===== src/rtl/id_ex_stage.sv =====
// ID/EX pipeline register for an RV32I core: operand forwarding,
// ALU op translation and control-bit capture ahead of the execute stage.
module id_ex_stage (
  input  logic        clk,
  input  logic        rst,
  input  logic        in_valid,
  input  logic [6:0]  opcode,
  input  logic [2:0]  funct3,
  input  logic        funct7b5,
  input  logic [4:0]  rs1_addr,
  input  logic [4:0]  rs2_addr,
  input  logic [4:0]  rd_addr,
  input  logic [31:0] rs1_data,
  input  logic [31:0] rs2_data,
  input  logic [31:0] imm,
  input  logic [31:0] pc,
  input  logic        exmem_wen,
  input  logic        memwb_wen,
  input  logic [4:0]  exmem_rd,
  input  logic [4:0]  memwb_rd,
  input  logic [31:0] exmem_data,
  input  logic [31:0] memwb_data,
  input  logic        stall,
  input  logic        flush,
  output logic        ex_valid,
  output logic [3:0]  ex_alu_op,
  output logic [31:0] ex_op1,
  output logic [31:0] ex_op2,
  output logic [31:0] ex_store_data,
  output logic [4:0]  ex_rd,
  output logic        ex_regwrite,
  output logic        ex_mem_read,
  output logic        ex_mem_write,
  output logic        ex_branch,
  output logic        ex_jump,
  output logic        ex_illegal,
  output logic [31:0] ex_pc
);

  localparam logic [6:0] OP_R     = 7'b0110011;
  localparam logic [6:0] OP_I     = 7'b0010011;
  localparam logic [6:0] OP_BR    = 7'b1100011;
  localparam logic [6:0] OP_LD    = 7'b0000011;
  localparam logic [6:0] OP_ST    = 7'b0100011;
  localparam logic [6:0] OP_LUI   = 7'b0110111;
  localparam logic [6:0] OP_AUIPC = 7'b0010111;
  localparam logic [6:0] OP_JAL   = 7'b1101111;
  localparam logic [6:0] OP_JALR  = 7'b1100111;

  localparam logic [3:0] ALU_ADD  = 4'd0;
  localparam logic [3:0] ALU_SUB  = 4'd1;
  localparam logic [3:0] ALU_SLL  = 4'd2;
  localparam logic [3:0] ALU_SRL  = 4'd3;
  localparam logic [3:0] ALU_SRA  = 4'd4;
  localparam logic [3:0] ALU_XOR  = 4'd5;
  localparam logic [3:0] ALU_OR   = 4'd6;
  localparam logic [3:0] ALU_AND  = 4'd7;
  localparam logic [3:0] ALU_SEQ  = 4'd8;
  localparam logic [3:0] ALU_SNE  = 4'd9;
  localparam logic [3:0] ALU_SLT  = 4'd10;
  localparam logic [3:0] ALU_SGE  = 4'd11;
  localparam logic [3:0] ALU_SLTU = 4'd12;
  localparam logic [3:0] ALU_SGEU = 4'd13;

  typedef struct packed {
    logic        valid;
    logic [3:0]  alu_op;
    logic [31:0] op1;
    logic [31:0] op2;
    logic [31:0] store_data;
    logic [4:0]  rd;
    logic        regwrite;
    logic        mem_read;
    logic        mem_write;
    logic        branch;
    logic        jump;
    logic        illegal;
    logic [31:0] pc;
  } id_ex_t;

  id_ex_t      r_ex;
  id_ex_t      w_nx;
  logic [31:0] w_fwd1;
  logic [31:0] w_fwd2;
  logic [3:0]  w_br_op;
  logic        w_br_ok;

  // EX/MEM is younger than MEM/WB, so it takes precedence; x0 never forwards.
  function automatic logic [31:0] f_fwd(
    input logic [4:0]  a,
    input logic [31:0] d,
    input logic        em_wen,
    input logic [4:0]  em_rd,
    input logic [31:0] em_d,
    input logic        mw_wen,
    input logic [4:0]  mw_rd,
    input logic [31:0] mw_d
  );
    logic [31:0] v;
    v = d;
    if (a != 5'd0) begin
      if (em_wen && (em_rd == a))
        v = em_d;
      else if (mw_wen && (mw_rd == a))
        v = mw_d;
    end
    return v;
  endfunction

  function automatic logic [3:0] f_arith(
    input logic [2:0] f3,
    input logic       b5,
    input logic       is_reg
  );
    logic [3:0] o;
    o = ALU_ADD;
    unique case (f3)
      3'b000: o = (is_reg && b5) ? ALU_SUB : ALU_ADD;
      3'b001: o = ALU_SLL;
      3'b010: o = ALU_SLT;
      3'b011: o = ALU_SLTU;
      3'b100: o = ALU_XOR;
      3'b101: o = b5 ? ALU_SRA : ALU_SRL;
      3'b110: o = ALU_OR;
      3'b111: o = ALU_AND;
      default: o = ALU_ADD;
    endcase
    return o;
  endfunction

  always_comb begin
    w_fwd1 = f_fwd(rs1_addr, rs1_data,
                   exmem_wen, exmem_rd, exmem_data,
                   memwb_wen, memwb_rd, memwb_data);
    w_fwd2 = f_fwd(rs2_addr, rs2_data,
                   exmem_wen, exmem_rd, exmem_data,
                   memwb_wen, memwb_rd, memwb_data);
  end

  always_comb begin
    w_br_op = ALU_ADD;
    w_br_ok = 1'b1;
    unique case (funct3)
      3'b000: w_br_op = ALU_SEQ;
      3'b001: w_br_op = ALU_SNE;
      3'b100: w_br_op = ALU_SLT;
      3'b101: w_br_op = ALU_SGE;
      3'b110: w_br_op = ALU_SLTU;
      3'b111: w_br_op = ALU_SGEU;
      default: w_br_ok = 1'b0;
    endcase
  end

  always_comb begin
    w_nx            = '0;
    w_nx.valid      = 1'b1;
    w_nx.rd         = rd_addr;
    w_nx.pc         = pc;
    w_nx.store_data = w_fwd2;
    unique case (opcode)
      OP_R: begin
        w_nx.alu_op   = f_arith(funct3, funct7b5, 1'b1);
        w_nx.op1      = w_fwd1;
        w_nx.op2      = w_fwd2;
        w_nx.regwrite = 1'b1;
      end
      OP_I: begin
        w_nx.alu_op   = f_arith(funct3, funct7b5, 1'b0);
        w_nx.op1      = w_fwd1;
        w_nx.op2      = imm;
        w_nx.regwrite = 1'b1;
      end
      OP_BR: begin
        if (w_br_ok) begin
          w_nx.alu_op = w_br_op;
          w_nx.op1    = w_fwd1;
          w_nx.op2    = w_fwd2;
          w_nx.branch = 1'b1;
        end else begin
          w_nx.illegal = 1'b1;
        end
      end
      OP_LD: begin
        w_nx.op1      = w_fwd1;
        w_nx.op2      = imm;
        w_nx.mem_read = 1'b1;
        w_nx.regwrite = 1'b1;
      end
      OP_ST: begin
        w_nx.op1       = w_fwd1;
        w_nx.op2       = imm;
        w_nx.mem_write = 1'b1;
      end
      OP_LUI: begin
        w_nx.op2      = imm;
        w_nx.regwrite = 1'b1;
      end
      OP_AUIPC: begin
        w_nx.op1      = pc;
        w_nx.op2      = imm;
        w_nx.regwrite = 1'b1;
      end
      OP_JAL, OP_JALR: begin
        w_nx.op1      = pc;
        w_nx.op2      = 32'd4;
        w_nx.jump     = 1'b1;
        w_nx.regwrite = 1'b1;
      end
      default: begin
        w_nx.illegal = 1'b1;
      end
    endcase
    if (rd_addr == 5'd0)
      w_nx.regwrite = 1'b0;
  end

  always_ff @(posedge clk or posedge rst) begin
    if (rst)
      r_ex <= '0;
    else if (flush)
      r_ex <= '0;
    else if (!stall)
      r_ex <= in_valid ? w_nx : '0;
  end

  assign ex_valid      = r_ex.valid;
  assign ex_alu_op     = r_ex.alu_op;
  assign ex_op1        = r_ex.op1;
  assign ex_op2        = r_ex.op2;
  assign ex_store_data = r_ex.store_data;
  assign ex_rd         = r_ex.rd;
  assign ex_regwrite   = r_ex.regwrite;
  assign ex_mem_read   = r_ex.mem_read;
  assign ex_mem_write  = r_ex.mem_write;
  assign ex_branch     = r_ex.branch;
  assign ex_jump       = r_ex.jump;
  assign ex_illegal    = r_ex.illegal;
  assign ex_pc         = r_ex.pc;

endmodule

===== config.mk =====
export PLATFORM = sky130hd
export DESIGN_NAME = id_ex_stage
export DESIGN_NICKNAME = d
export VERILOG_FILES = /design/src/rtl/id_ex_stage.sv
export SDC_FILE = /design/constraint.sdc
export NUM_CORES = 1
export LEC_CHECK = 0
export ABC_AREA = 1
export BUFFER_PORTS_ARGS = -buffer_cell sky130_fd_sc_hd__buf_2
export CORE_AREA = 5 5 144 146
export DETAILED_ROUTE_END_ITERATION = 8
export DIE_AREA = 0 0 149 151
export GPL_TIMING_DRIVEN = 0
export PLACE_DENSITY = 0.85
export SETUP_SLACK_MARGIN = 0.1
export SLEW_MARGIN = 30
export SYNTH_ARGS = -nofsm -noshare
export SYNTH_HDL_FRONTEND = slang
export SYNTH_SLANG_ARGS = --single-unit

===== constraint.sdc =====
create_clock -name clk -period 7.2 [get_ports clk]
set_input_delay 1.44 -clock clk [delete_from_list [all_inputs] [get_ports clk]]
set_output_delay 1.44 -clock clk [all_outputs]
set_load 0.01 [all_outputs]

==> key figures <==
Timing
  – Worst-Margin Slew: 0.7528 ns
  – Final setup fails: 0
  – Worst Clk Skew: 0 ns
  – Hold Vio Cnt, Final: 0
  – Fin crit period: 3.243 ns
  – F_max: 0.3084 GHz
  – Final Max Tran Viols: 0
  – Fin Setup TNS: 0 ns
  – Hold_ws: 0.4726 ns
  – Final worst setup slack: 3.957 ns
  – Fin crit share: 0.4504
  – RSZ-0062 raised after global routing: false
  – Max-slew headroom: 0.4981

Die
  – Die Span Y: 151 um
  – Row count: 51
  – Initial Util: 0.4975
  – CORE AREA: 19270 um^2
  – I/O pin total: 379
  – Die Width: 149 um
  – Die Area: 22500 um^2

Critical path
  – Reg-to-reg startpoint: ex_pc[30]
  – Slowest stage delay, CP: 0.64 ns
  – CP max-delay cell: clkbuf_1
  – CP Max Fanout: 10
  – Worst setup path endpoint: ex_op2[14]
  – Worst Reg-to-Reg Cells: 1
  – Setup crit end kind: register
  – R2r endpoint: ex_pc[30]
  – FF-to-FF setup slack: 6.46 ns
  – Crit-path cells: buf_2, inv_1, nor2_2, clkbuf_1, clkbuf_1, nand2_1, nand2_1
  – Worst path required time: 7.58 ns
  – Startpoint types: input pin
  – Critical Path AT: 3.62 ns
  – CP startpoint: stall
  – Worst setup path class: input pin to register

Synth
  – Syn_area_per_cell: 6.486 um^2
  – Ys Warns: 0
  – Register bit total from synthesis: 144
  – Synth top area cells: dfrtp_1, nand2_1, inv_1
  – Syn nets: 1713
  – Top cell type's share of synthesized area: 0.3759
  – Cell taking the most area after synthesis: dfrtp_1
  – Syn Std Cell Area: 9587 um^2
  – Seq/Total Area, Yosys: 0.3759
  – Synth cell types: 32
  – Mapped Cells: 1478

Detailed routing
  – DR pass1 iterations: 6
  – Routed vias/inst: 5.218
  – Iteration-0 DRC count of the detailed router: 812
  – Final WL: 37730 um
  – Wire per inst: 17.44 um
  – Antenna-violating nets left: 0
  – DRC violations left: 0
  – Via count: 11290

GRT
  – Number of global-route vias before repair: 11290
  – First-pass GRT wire length: 57790 um
  – Largest net degree at the start of global routing: 54
  – GR Overflow Total: 0
  – GR Util All Layers: 0.3286
  – Initial antenna violation count: 4

CTS
  – CTS H-tree lvls: 4
  – Root Buffer: clkbuf_16
  – TritonCTS Sinks: 144
  – Number of CTS-inserted buffers: 17
  – Worst-skew pair later-pin latency: 0.43 ns
  – CTS tree: done
  – Clock buffer depth: 2
  – Post-CTS Resized: 0
  – Setup bufs post-CTS: 0
  – Clock transition at the registers of the reported paths: 0.07 ns
  – Hold-fix buffers, CTS: 0

Final layout
  – Net count, final: 2112
  – Filler cell count: 1787
  – Layout cells sized above 1: 0.3095
  – Cell area after layout: 12480 um^2
  – Util after Layout: 0.6477
  – Area Growth Syn to Fin: 30.20%

Placed design
  – Place WS: 3.537 ns
  – Placed inst area: 11880 um^2
  – Number of port buffers: 378
  – RD Place Congestion: 0.9455
  – Dpl hpwl: 30060 um

Power
  – Pwr dens: 166.9 nW/um^2
  – Leakage: 0.007931 uW
  – Maximum VDD drop: 169.3 uV

Min path
  – HP Class: register to register
  – Hold Path Cell Cnt: 2

Status
  – Status: finished, final reports clean

Job
  – Max Cap Viol: 0
## cells by family (layout without fill, tap and decap cells)
kind of cell           count (synthesis)  after routing  synth area share
buffers and inverters                225            637            0.1053
XOR/XNOR                               2              2          0.001828
AO/OA/AOI/OAI                        101            101           0.07570
other                                  0              8                 0
flip-flops                           144            144            0.3759
AND/OR/NAND/NOR                     1006           1006            0.4413
## Yosys cell counts (all sizes together)
| master | number |
|---|---|
| a21oi | 38 |
| a22o | 34 |
| a31oi | 1 |
| buf | 56 |
| clkbuf | 28 |
| clkinv | 1 |
| dfrtp | 144 |
| inv | 140 |
| nand2 | 742 |
| nand3 | 73 |
| nand3b | 1 |
| nand4 | 33 |
| nor2 | 151 |
| nor3 | 5 |
| nor4 | 1 |
| o211ai | 1 |
| o21ai | 25 |
| o41ai | 2 |
| xor2 | 2 |
## report_power, final
group	internal (uW)	total [uW]	switching [uW]	leakage [uW]
logic	125	344	220	0.00567
clock network	518	904	386	0.000273
registers	825	835	9.86	0.00199
## through the flow
stage / power (uW) / std cells
3_5_place_dp: 1189 / 2123
6_report: 2083 / 2163
2_1_floorplan: 1026 / 1478
3_3_place_gp: 1180 / 2121
5_1_grt: 2159 / 2157
4_1_cts: 2083 / 2155
## cell type report
cell class / count / area [um^2] / area share
Multi-Input combinational cell: 1109 / 4976 / 0.3987
Sequential cell: 144 / 3603 / 0.2887
Timing Repair Buffer: 380 / 1947 / 0.1560
Inverter: 141 / 536.8 / 0.04300
Buffer: 84 / 480.5 / 0.03849
Clock buffer: 19 / 432.9 / 0.03468
Tap cell: 265 / 331.6 / 0.02656
Clock inverter: 13 / 153.9 / 0.01233
Antenna cell: 8 / 20.02 / 0.001604
## sequential cells by signal, indices dropped and copies added, names as in the netlist, 4 cells and up
register,cells
ex_op2,32
ex_alu_op,4
ex_store_data,32
ex_rd,5
ex_pc,32
ex_op1,32
## routing by layer
metal,GRT usage,up-vias,part of all wire
met4,0.1675,2,0.049
met5,0,-,0.00034
met2,0.5682,592,0.48
met1,0.3762,5214,0.37
met3,0.08588,125,0.099
li1,-,5354,-
## cells in the final DEF, fill, tap and decap left out, types with 2 or more instances in the layout
| cell | instances |
|---|---|
| nand2_1 | 701 |
| buf_2 | 414 |
| dfrtp_1 | 144 |
| inv_1 | 123 |
| nor2_1 | 117 |
| nand3_1 | 70 |
| nand2_2 | 41 |
| a22o_1 | 34 |
| nand4_1 | 33 |
| nor2_2 | 30 |
| clkbuf_1 | 30 |
| o21ai_0 | 22 |
| a21oi_1 | 19 |
| a21oi_2 | 19 |
| clkbuf_16 | 17 |
| inv_2 | 16 |
| buf_6 | 14 |
| diode_2 | 8 |
| nor2_4 | 4 |
| buf_4 | 4 |
| inv_6 | 4 |
| clkinvlp_4 | 4 |
| nand3_2 | 3 |
| o21ai_1 | 2 |
| buf_1 | 2 |
| nor3_4 | 2 |
| nor3_2 | 2 |
| inv_8 | 2 |
| xor2_1 | 2 |
| o41ai_1 | 2 |
| clkinv_4 | 2 |
| bufinv_16 | 2 |
| buf_16 | 2 |
## worst max-delay path: cells and delay by family
kind                   cells  cell delay, ns
buffers and inverters      4            1.36
and+or+nand+nor            3            0.81
## worst min-delay path by stage
stage,start,endpoint,slack [ns]
finish,ex_op1[7],ex_op1[7],0.47
global route,ex_op1[14],ex_op1[14],0.48
CTS,ex_op1[14],ex_op1[14],0.48
detailed placement,ex_op2[0],ex_op2[0],0.46
global placement,ex_valid,ex_valid,0.45
floorplan,ex_valid,ex_valid,0.51
Power figures use the tool's default switching activity.
